### config.mk
export PLATFORM = sky130hd
export DESIGN_NAME = param_counter_flat
export DESIGN_NICKNAME = d
export VERILOG_FILES = /design/src/rtl/param_counter_if.sv /design/src/rtl/param_counter.sv /design/src/flat_wrapper.sv
export SDC_FILE = /design/constraint.sdc
export NUM_CORES = 1
export LEC_CHECK = 0
export CORE_AREA = 2 2 39 41
export CTS_CLUSTER_DIAMETER = 100
export DETAILED_ROUTE_END_ITERATION = 10
export DIE_AREA = 0 0 41 43
export PLACE_DENSITY = 0.73
export SYNTH_ARGS = -nofsm -noshare
export SYNTH_HDL_FRONTEND = slang
export SYNTH_SLANG_ARGS = --single-unit
### constraint.sdc
create_clock -name clock -period 1.4 [get_ports clock]
set_input_delay 0.42 -clock clock [delete_from_list [all_inputs] [get_ports clock]]
set_output_delay 0.42 -clock clock [all_outputs]
set_load 0.01 [all_outputs]
### src/rtl/param_counter_if.sv
// Control/status bundle for one param_counter channel.
// The master drives the controls; the counter (slave) returns count, terminal and wrap.
interface param_counter_if #(
    parameter int WIDTH = 4
) ();
    logic             enable;
    logic             clear;
    logic             load;
    logic [WIDTH-1:0] load_value;
    logic             up;
    logic [WIDTH-1:0] count;
    logic             terminal;
    logic             wrap;

    modport master (
        output enable, clear, load, load_value, up,
        input  count, terminal, wrap
    );

    modport slave (
        input  enable, clear, load, load_value, up,
        output count, terminal, wrap
    );
endinterface

### src/rtl/param_counter.sv
// Parametrised up/down counter with clear, clamped load, terminal flag and registered wrap pulse.
// Define PARAM_COUNTER_SATURATE_EN to make the count hold at its bound instead of wrapping.
module param_counter #(
    parameter int WIDTH       = 4,
    parameter int MAX_COUNT   = 2**WIDTH-1,
    parameter int RESET_VALUE = 0
) (
    input logic           clock,
    input logic           reset,
    param_counter_if.slave bus
);
    localparam logic [WIDTH-1:0] MAX_V = WIDTH'(MAX_COUNT);
    localparam logic [WIDTH-1:0] RST_V = WIDTH'(RESET_VALUE);
    localparam logic [WIDTH-1:0] ONE_V = WIDTH'(1);

    logic [WIDTH-1:0] count_p1;
    logic             wrap_p1;
    logic [WIDTH-1:0] count_d;
    logic             wrap_d;
    logic             at_bound;

    // Out-of-range load values saturate to the top of the modulus.
    function automatic logic [WIDTH-1:0] clamp_load(input logic [WIDTH-1:0] v);
        return (v > MAX_V) ? MAX_V : v;
    endfunction

    function automatic logic [WIDTH-1:0] step_count(input logic [WIDTH-1:0] c,
                                                     input logic             dir_up);
        return dir_up ? (c + ONE_V) : (c - ONE_V);
    endfunction

    assign at_bound = (bus.up && (count_p1 == MAX_V)) || (!bus.up && (count_p1 == '0));

    always_comb begin
        count_d = count_p1;
        wrap_d  = 1'b0;
        if (bus.clear) begin
            count_d = RST_V;
        end else if (bus.load) begin
            count_d = clamp_load(bus.load_value);
        end else if (bus.enable) begin
            if (at_bound) begin
`ifdef PARAM_COUNTER_SATURATE_EN
                count_d = count_p1;
`else
                // Wrap compares against MAX_COUNT, so non-power-of-two moduli close correctly.
                count_d = bus.up ? '0 : MAX_V;
                wrap_d  = 1'b1;
`endif
            end else begin
                count_d = step_count(count_p1, bus.up);
            end
        end
    end

    // Stage p1: registered count and wrap pulse
    always_ff @(posedge clock or posedge reset) begin
        if (reset) begin
            count_p1 <= RST_V;
            wrap_p1  <= 1'b0;
        end else begin
            count_p1 <= count_d;
            wrap_p1  <= wrap_d;
        end
    end

    assign bus.count    = count_p1;
    assign bus.wrap     = wrap_p1;
    assign bus.terminal = at_bound;
endmodule

### src/flat_wrapper.sv
// flat-port wrapper written by rule: the top's interface ports become plain ports
module param_counter_flat 
#(
    parameter int WIDTH       = 4,
    parameter int MAX_COUNT   = 2**WIDTH-1,
    parameter int RESET_VALUE = 0
)
  (clock, reset, bus_enable, bus_clear, bus_load, bus_load_value, bus_up, bus_count, bus_terminal, bus_wrap);
  param_counter_if #(.WIDTH(WIDTH)) bus_i ();
  input logic clock;
  input logic reset;
  input wire logic [$bits(bus_i.enable)-1:0] bus_enable;
  input wire logic [$bits(bus_i.clear)-1:0] bus_clear;
  input wire logic [$bits(bus_i.load)-1:0] bus_load;
  input wire logic [$bits(bus_i.load_value)-1:0] bus_load_value;
  input wire logic [$bits(bus_i.up)-1:0] bus_up;
  output wire logic [$bits(bus_i.count)-1:0] bus_count;
  output wire logic [$bits(bus_i.terminal)-1:0] bus_terminal;
  output wire logic [$bits(bus_i.wrap)-1:0] bus_wrap;
  assign bus_i.enable = bus_enable;
  assign bus_i.clear = bus_clear;
  assign bus_i.load = bus_load;
  assign bus_i.load_value = bus_load_value;
  assign bus_i.up = bus_up;
  assign bus_count = bus_i.count;
  assign bus_terminal = bus_i.terminal;
  assign bus_wrap = bus_i.wrap;
  param_counter #(.WIDTH(WIDTH), .MAX_COUNT(MAX_COUNT), .RESET_VALUE(RESET_VALUE)) u_core (.clock(clock), .reset(reset), .bus(bus_i));
endmodule
==> impl_summary.txt, run 1 <==
----------------------------------------------------
[Timing]
  Fin Hold WS ... 380 ps
  Number of slew-limit violations in the final report ... 0
  Hold Violations, Final ... 0
  Actual transition at the worst max-transition pin ... 254 ps
  Setup TNS ... -995 ps
  Least setup slack across all paths after layout ... -465 ps
  Min Clock Period, post-route ... ~1900 ps
  Slew headroom ... approximately 83%
  Setup-failing EPs final ... 4
  Crit share post-route ... 133%
  RSZ-0062 raised after global routing ... true
  Max Fclk ... between 500 and 600 MHz
  Final worst clock skew ... roughly 0.4 ps

[Global route]
  Number of antenna violations at the first check in global routing ... 0
  Global-route congestion overflow total ... 0
  Wire length of the first global-routing pass ... approximately 2000 microns
  Pin count of the biggest net entering global routing ... 9
  Vias in the first global route ... ~490
  Global-route usage over all layers ... between 15 and 20%

[Critical path]
  Worst-path fanout max ... 2
  Critical Path Max Stage Delay ... about 550 ps
  Crit path capture type ... output port
  Worst setup path category ... register to output port
  Endpoint arrival time on the critical path ... about 1500 ps
  Category of the worst setup path launch point ... register
  Setup slack of the most critical reg-to-reg path ... -230 ps
  FF-to-FF path depth ... 6
  Family with the most delay on the worst path ... simple AND/OR/NAND/NOR gates
  Critical-path cell list ... or4_4, o21ai_4, buf_6
  Capture point of the worst reg-to-reg path ... u_core.bus.count[3]
  Crit path buf inv count ... 1
  Reg2Reg Launch Point ... u_core.bus.count[2]
  Crit-path slowest cell ... or4_4
  Required time worst endpoint ... just under 1000 ps

[Routing]
  Routed length per instance ... ~12 microns
  Count of nets left with antenna violations after detail routing ... 0
  Number of remaining DRC errors ... 0
  Post-detailed-route via-to-cell ratio ... about 4.9
  1st-iter DRT viols ... 14
  Routed vias ... a little under 500
  Total routed wirelength ... ~1200 microns
  Number of iterations in the first detailed-routing pass ... 4

[Clocking]
  Clk_lat worst skew ... 240 ps
  Hold_buf cts ... 0
  CTS tree ... yes
  Root buffer selected by CTS ... clkbuf_4
  Clock Pin Slew Worst Setup and Hold Paths ... ~40 ps
  CTS H-Tree Depth ... 1
  Sinks on the clock net ... 5
  Cts bufs inserted ... 3
  Number of buffers on the longest clock path ... 2

[Final layout]
  Layout-stage area growth over the synthesis result ... 82.9%
  Fraction of layout cells with a size suffix above 1 ... about 50%
  Layout Utilization ... ~58%
  Filler instances ... about 130
  Count of nets after finishing ... ~100
  Inserted Diodes ... 0
  Number of standard cells in the final layout excluding fillers ... 100

[Placement]
  Global placement routability congestion ... a little under 0.8
  Detail Placement HPWL ... around 950 microns
  Cell Count Post-Placement ... 93
  Port Buffers ... 15
  Post-placement worst setup slack ... -1050 ps

[Job]
  Maximum capacitance violations ... 0

[Yosys]
  Count of mapped cells out of synthesis ... between 50 and 60
  Number of distinct standard cells referenced by the synthesized netlist ... 26
  Sequential-to-total area share from yosys stat ... approximately 29%
  Synthesis-stage register bit count ... 5
  Cell Area, Synth ... between 400 and 500 sq um
  Synthesized Nets ... 64
  Syn avg cell area ... about 8.6 sq um
  Total of warnings raised by yosys ... 0

[Die]
  Floorplan Core Area ... ~1400 sq um
  Initial core utilization ... 31.6%
  Die area ... between 1500 and 2000 sq um
  Placement row count ... 14
  # IOs ... 16
  Vertical die dimension ... between 40 and 50 microns
  X dimension of the die ... about 41 microns

[Power and ir drop]
  Pleak ... between 0.3 and 0.4 nW
  Highest ir drop seen on vdd ... 325 uV
  Cell area power density ... ~740 nW/um^2

[Worst hold path]
  Type of the most critical hold path ... input pin to async pin

[Status]
  Failing checks ... setup timing
  Result of the run ... finished with violations

----------------------------------------------------
==> stage by stage <==
step	total power, W	instance area [sq um]
detailed placement	0.000388	711
finish	0.000591	801
CTS	0.000576	768
floorplan	0.000278	462
global placement	0.000383	711
global route	0.000634	801
==> power by group <==
group / switching [W] / total (W) / leakage (nW) / internal [W]
clock: 0.0000587 / 0.000166 / 0.0150 / 0.000108
combinational: 0.000120 / 0.000263 / 0.281 / 0.000143
sequential: 0.00000509 / 0.000161 / 0.0620 / 0.000156
total: 0.000184 / 0.000591 / 0.358 / 0.000407
==> cell usage after synthesis <==
cell type	count	share of area (%)
a22oi_1	1	1.7
a2111oi_0	1	2.0
ha_1	2	5.7
and3_1	1	1.4
nor3b_2	1	2.9
a311o_1	1	2.3
dfrtp_1	5	29
xnor2_1	1	2.0
a31oi_1	1	1.4
o21ai_0	3	3.4
nand2b_4	1	3.1
and4_2	1	2.3
nor3_1	2	2.3
nor2_1	4	3.4
or4_4	1	2.6
a21oi_1	8	9.1
xor2_1	1	2.0
a21o_1	2	3.4
o21ai_2	1	2.0
nand2_1	3	2.6
inv_1	5	4.3
or3_2	1	1.7
nand3_1	1	1.1
fa_1	1	4.6
buf_6	1	2.6
nor2b_1	1	1.4
==> placed cells by master, fill, tap and decap left out, types with 2 or more instances in the layout <==
master,instances
a21o_1,2
a21oi_1,7
buf_2,4
buf_4,13
buf_6,3
clkbuf_4,3
clkdlybuf4s50_1,8
dfrtp_1,2
dfrtp_2,3
dlygate4sd2_1,2
ha_4,2
inv_1,2
inv_2,2
nand2_1,3
nor2_1,4
nor3_1,2
o21ai_1,3
==> area by class of cell <==
type | count | area, sq um | area share [%]
Tap cell | 16 | 20.0 | 2.50
Multi-Input combinational cell | 40 | 353 | 44.1
Timing Repair Buffer | 30 | 249 | 31.1
Inverter | 5 | 23.8 | 2.97
Clock buffer | 4 | 26.3 | 3.28
Sequential cell | 5 | 129 | 16.1
==> worst max path at each step <==
stage | cells past startpoint | from | slack (ps) | end
CTS | 3 | u_core.bus.count[1] | -490 | bus_terminal
detailed placement | 8 | bus_up | -1050 | u_core.bus.count[3]
floorplan | 2 | u_core.bus.count[1] | -180 | bus_terminal
finish | 3 | u_core.bus.count[1] | -470 | bus_terminal
global placement | 4 | bus_up | -1000 | bus_terminal
global route | 3 | u_core.bus.count[1] | -520 | bus_terminal
==> flip-flops by register name, summed over array words and instances, names as in the netlist <==
signal            flops
u_core.bus.wrap       1
u_core.bus.count      4
==> logic make-up after synthesis <==
group                      after synthesis  share of synthesized area [%]
AOI/OAI and AO/OA                       18                           25.4
DFF                                      5                           28.6
xor gates and xnor gates                 2                           4.00
buffers and inverters                    6                           6.86
and+or+nand+nor                         17                           24.9
adders and majority gates                3                           10.3
==> layer usage <==
| layer | track usage [%] | routed length, microns |
|---|---|---|
| met1 | 22.1 | 481 |
| met2 | 26.6 | 702 |
| met3 | 0 | 19 |
| met4 | 12.0 | 0 |
| met5 | 0 | 0 |
==> worst register-to-register path, cell delays in order, from the launching register on <==
cell and delay (ps):
dfrtp_2 400, buf_6 130, ha_4 280, nand3_2 80, a311o_1 310, a21o_1 160, a31oi_1 180
==> repair_timing <==
item	4_1_cts	5_1_grt
setup endpoints to repair	10	4
resized for setup	32	7
pin swaps	5	6
buffers inserted	2	2
(Power assumes the default switching activity.)
==> run 2, diff against run 1 <==
--- a/config.mk
+++ b/config.mk
@@ -6,7 +6,6 @@
 export NUM_CORES = 1
 export LEC_CHECK = 0
 export CORE_AREA = 2 2 39 41
-export CTS_CLUSTER_DIAMETER = 100
 export DETAILED_ROUTE_END_ITERATION = 10
 export DIE_AREA = 0 0 41 43
 export PLACE_DENSITY = 0.73
==> results of run 2 <==
Same layout as run 1: the final DEF is identical, and so are final timing and power.
==> run 3, diff against run 2 <==
--- a/config.mk
+++ b/config.mk
@@ -8,7 +8,9 @@
 export CORE_AREA = 2 2 39 41
 export DETAILED_ROUTE_END_ITERATION = 10
 export DIE_AREA = 0 0 41 43
+export HOLD_SLACK_MARGIN = 0.05
 export PLACE_DENSITY = 0.73
+export SLEW_MARGIN = 0
 export SYNTH_ARGS = -nofsm -noshare
 export SYNTH_HDL_FRONTEND = slang
 export SYNTH_SLANG_ARGS = --single-unit
==> results of run 3 <==
Same layout as run 1: the final DEF is identical, and so are final timing and power.
==> variant 1: new RTL, settings of run 3 <==
`WIDTH` is set to 4 in 3 places; all go to 3.
--- a/src/rtl/param_counter_if.sv
+++ b/src/rtl/param_counter_if.sv
@@ -1,7 +1,7 @@
 // Control/status bundle for one param_counter channel.
 // The master drives the controls; the counter (slave) returns count, terminal and wrap.
 interface param_counter_if #(
-    parameter int WIDTH = 4
+    parameter int WIDTH = 3
 ) ();
     logic             enable;
     logic             clear;
--- a/src/rtl/param_counter.sv
+++ b/src/rtl/param_counter.sv
@@ -1,7 +1,7 @@
 // Parametrised up/down counter with clear, clamped load, terminal flag and registered wrap pulse.
 // Define PARAM_COUNTER_SATURATE_EN to make the count hold at its bound instead of wrapping.
 module param_counter #(
-    parameter int WIDTH       = 4,
+    parameter int WIDTH       = 3,
     parameter int MAX_COUNT   = 2**WIDTH-1,
     parameter int RESET_VALUE = 0
 ) (
--- a/src/flat_wrapper.sv
+++ b/src/flat_wrapper.sv
@@ -1,7 +1,7 @@
 // flat-port wrapper written by rule: the top's interface ports become plain ports
 module param_counter_flat 
 #(
-    parameter int WIDTH       = 4,
+    parameter int WIDTH       = 3,
     parameter int MAX_COUNT   = 2**WIDTH-1,
     parameter int RESET_VALUE = 0
 )
Ports: changed (resized bus_count and bus_load_value); port bits go from 16 to 14. No check against the original RTL was run, so the function may have changed too.
==> variant 1 against run 3 <==
- the flow still finishes with violations (setup timing)
- worst setup slack improved by 0.11 ns
- global-route usage decreased by 5.8 points
- first-iteration DRC count down 64%
- final area decreased by 31%
- area after synthesis down 33%
- sequential cell count shrank 1
- count of clock-buffer cells in the layout fell by 1
- routed wire length down 30%
- via count down 35%
- power is 28% lower
- critical endpoint unchanged
- largest power group unchanged
- highest routed layer is now met4
==> variant 1: results (changes against run 3) <==
- Post-DP HPWL: 625 um (was 949 um)
- Synth cell count leaders: 4 x dfrtp_1, 4 x inv_1, 2 x a211o_1, 2 x xor2_1 (was 8 x a21oi_1, 5 x dfrtp_1, 5 x inv_1)
- Status: finished, violations left (unchanged)
- Crit path DAT: 1.33 ns (was 1.45 ns)
- Final setup fails: 3 (was 4)
- Synth Net Count: 40 (was 64)
- First-pass GRT wire length: 1300 um (was 2050 um)
- Placed cell areas: 518 um^2 (was 711 um^2)
- All-layer global routing usage: 11.5% (was 17.2%)
- Worst vdd ir: 0.249 mV (was 0.325 mV)
- Max reg flops: 3 (was 4)
- Largest net degree at the start of global routing: 8 (was 9)
- Clk_skew: 0.00438 ns (was 0.000401 ns)
- Routed wire length: 837 um (was 1200 um)
- Share of the yosys chip area belonging to registers: 34.2% (was 28.6%)
- Top area cells in the synthesized netlist: dfrtp_1 34%, fa_1 6.8%, a211o_1 6.0% (was dfrtp_1 29%, a21oi_1 9.1%, ha_1 5.7%)
- CP max FO: 2 (unchanged)
- Vias in the first global route: 319 (was 487)
- Setup TNS Final: -0.622 ns (was -0.995 ns)
- Worst path max stage delay: 0.52 ns (was 0.55 ns)
- Gpl congestion: 0.704 (was 0.770)
- Library cells used by synthesis: 22 (was 26)
- LEAKAGE: 0.255 nW (was 0.358 nW)
- Failing checks: setup timing (unchanged)
- Nets: 68 (was 98)
- Fill cells: 145 (was 127)
- Pre-antenna DRT Iters: 4 (unchanged)
- Port Buffer Count: 13 (was 15)
- Avg Vias per Cell: 4.47 (was 4.93)
- Initial drt markers: 5 (was 14)
- Setup ws final: -0.351 ns (was -0.465 ns)
- Worst-Margin Slew: 0.157 ns (was 0.254 ns)
-- variant 1: repair_timing --
action,CTS,global route
hold buffers,0,0
pin swaps,5,3
buffers inserted,1,0
gates resized for setup,22,6
endpoints found under the setup margin,8,4
-- variant 1: cell families after synthesis --
group	synth area share [%]
compound gates	22.2
xor+xnor	5.98
fa+ha+maj	6.84
buf+inv	5.13
flops	34.2
mux	3.42
simple gates	22.2
-- variant 1: worst paths after layout --
check / from / end / slack, ns / cells after the start
setup / recovery: u_core.bus.count[0] / bus_terminal / -0.35 / 3
hold / removal: reset / u_core.bus.wrap / 0.37 / 2
setup reg to reg: u_core.bus.count[0] / u_core.bus.count[1] / -0.17 / 4
hold reg to reg: u_core.bus.count[2] / u_core.bus.wrap / 0.69 / 3
max in group asynchronous: reset / u_core.bus.count[2] / 0.86 / 2
min in group clock: bus_up / u_core.bus.wrap / 0.64 / 4
-- variant 1: final cells by class --
cell class	instances	share of cell area, %
sequential	4	18.5
inverter	4	3.16
clock buffer	3	4.06
multi-input combinational	22	35.2
timing repair buffer	23	35.4
tap	16	3.61
-- variant 1: stage by stage --
stage               power [mW]  setup WS, ns  std cells  hold slack (ns)
CTS                      0.423        -0.358         72            0.368
floorplan                0.195       -0.0861         30            0.186
global placement         0.278         -1.01         68            0.613
global route             0.460        -0.389         72            0.392
detailed placement       0.283         -1.01         68            0.610
finish                   0.426        -0.351         72            0.370
-- variant 1: layer usage --
metal  wire length, um  vias to the layer above  part of all wire [%]  track usage (%)
li1                  -                      165                     -                -
met1               318                      144                    38             11.7
met2               468                       10                    56             18.8
met3                33                        3                   3.9             3.14
met4                16                        0                   1.9             8.00
met5                 0                        -                     0                0
-- variant 1: power breakdown --
part / internal, mW / switching (mW) / total, mW / leakage [nW]
clock network: 0.0955 / 0.0432 / 0.139 / 0.0138
logic: 0.0873 / 0.0689 / 0.156 / 0.192
registers: 0.125 / 0.00552 / 0.131 / 0.0500
total: 0.308 / 0.118 / 0.426 / 0.255
==> variant 2: new RTL, flow settings as in run 3 <==
Made on the original files. Make the reset (`reset`) synchronous in one clocked block.
--- a/src/rtl/param_counter.sv
+++ b/src/rtl/param_counter.sv
@@ -54,7 +54,7 @@
     end
 
     // Stage p1: registered count and wrap pulse
-    always_ff @(posedge clock or posedge reset) begin
+    always_ff @(posedge clock) begin
         if (reset) begin
             count_p1 <= RST_V;
             wrap_p1  <= 1'b0;
Check against the original RTL: differs if reset is asserted again (counterexample within 4 cycles, from zero or initial values and one cycle with reset high); with reset held inactive, the same outputs for 10 cycles.
==> variant 2 against run 3 <==
- the run still ends with setup timing left
- sequential cell count is the same
- worst setup slack gained 0.096 ns
- power shrank 16%
- non-clock buffer count shrank 4
- count of clock-buffer cells in the layout is the same
- routed wire length shrank 17%
- area after synthesis shrank 17%
- sequential power shrank 4%
- via count shrank 19%
- final area shrank 15%
- worst hold slack gained 0.26 ns
==> variant 2: results (changes against run 3) <==
- Switching Share: 27.2% (was 31.1%)
- Synth Net Count: 54 (was 64)
- Largest net degree at the start of global routing: 10 (was 9)
- Non-filler cells, final: 86 (was 100)
- Setup ws final: -0.370 ns (was -0.465 ns)
- Avg Synthesized Cell Area: 8.91 um^2 (was 8.59 um^2)
- Worst vdd ir: 0.282 mV (was 0.325 mV)
- LEAKAGE: 0.296 nW (was 0.358 nW)
- Library cells used by synthesis: 24 (was 26)
- Nets: 84 (was 98)
- Routed wire length: 1000 um (was 1200 um)
- Share of the yosys chip area belonging to registers: 27.4% (was 28.6%)
- Clk_skew: 0.00101 ns (was 0.000401 ns)
- Top FF cell, synth: dfxtp_1 (was dfrtp_1)
- Failing checks: setup timing (unchanged)
- All-layer global routing usage: 13.9% (was 17.2%)
- DR vias: 399 (was 493)
- Placed cells: 80 (was 93)
- Worst-Margin Slew: 0.280 ns (was 0.254 ns)
- Fill cells: 131 (was 127)
- Placed cell areas: 609 um^2 (was 711 um^2)
- Status: finished, violations left (unchanged)
- Final setup fails: 4 (unchanged)
- Vias in the first global route: 399 (was 487)
- First-pass GRT wire length: 1710 um (was 2050 um)
==> variant 2: changes by cell type after synthesis, moves of 3 or more <==
cell     change
a21oi_1      -3
dfrtp_1      -5
dfxtp_1      +5
inv_1        -4
nand2_1      -3
o21ai_0      -3
==> variant 2: through the flow <==
step	setup WS, ns	TNS [ns]	hold slack [ns]	utilization [%]
3_5_place_dp	-0.996	-3.16	0.687	44.0
3_3_place_gp	-0.974	-3.10	0.680	44.0
5_1_grt	-0.400	-1.30	0.651	49.3
4_1_cts	-0.436	-1.64	0.643	50.4
2_1_floorplan	-0.133	-0.188	0.563	-
6_report	-0.370	-1.08	0.643	49.3
==> variant 2: power groups by stage <==
stage | Sequential (mW) | Combinational [mW] | Clock, mW
finish | 0.154 | 0.179 | 0.163
global route | 0.155 | 0.197 | 0.181
CTS | 0.154 | 0.184 | 0.168
detailed placement | 0.156 | 0.158 | 0
global placement | 0.156 | 0.156 | 0
floorplan | 0.165 | 0.0709 | 0
==> variant 2: cell families after synthesis <==
| family | after synthesis | share of synthesized area (%) |
|---|---|---|
| buffers and inverters | 2 | 2.39 |
| and+or+nand+nor | 15 | 25.3 |
| xor gates and xnor gates | 4 | 9.59 |
| adders and majority gates | 3 | 12.3 |
| AOI/OAI and AO/OA | 12 | 22.9 |
| DFF | 5 | 27.4 |
==> variant 2: repair_timing <==
item,4_1_cts,5_1_grt
hold buffers,0,0
setup buffers,4,2
gates resized for setup,27,12
endpoints found under the setup margin,9,9
pin swaps,5,5
==> variant 2: path summary, 6_finish.rpt <==
check / from / endpoint / slack (ns) / cells after the start
max reg2reg: u_core.bus.count[3] / u_core.bus.count[2] / -0.25 / 7
min reg2reg: u_core.bus.count[3] / u_core.bus.wrap / 0.68 / 3
max: bus_up / bus_terminal / -0.37 / 4
min: bus_up / u_core.bus.wrap / 0.64 / 4
==> variant 2: tightest hold or removal path, stage by stage <==
cell	delay, ns
buf_2	0.10
or4_4	0.14
o21ai_4	0.05
and2_1	0.12
==> variant 2: layer usage <==
metal	wire length, um	up-vias	GRT usage, %
met2	543	9	23.8
met4	0	0	2.00
met1	429	185	17.0
met5	0	-	0
met3	31	0	3.14
li1	-	205	-
==> variant 2: area by class of cell <==
cell class	count	area [um^2]	area share, %
flip-flops and latches	5	103	15.0
multi-input cells	34	300	44.0
inverters	1	6.26	0.917
well taps	16	20.0	2.94
repair buffers	26	226	33.2
clock buffers	4	26.3	3.85
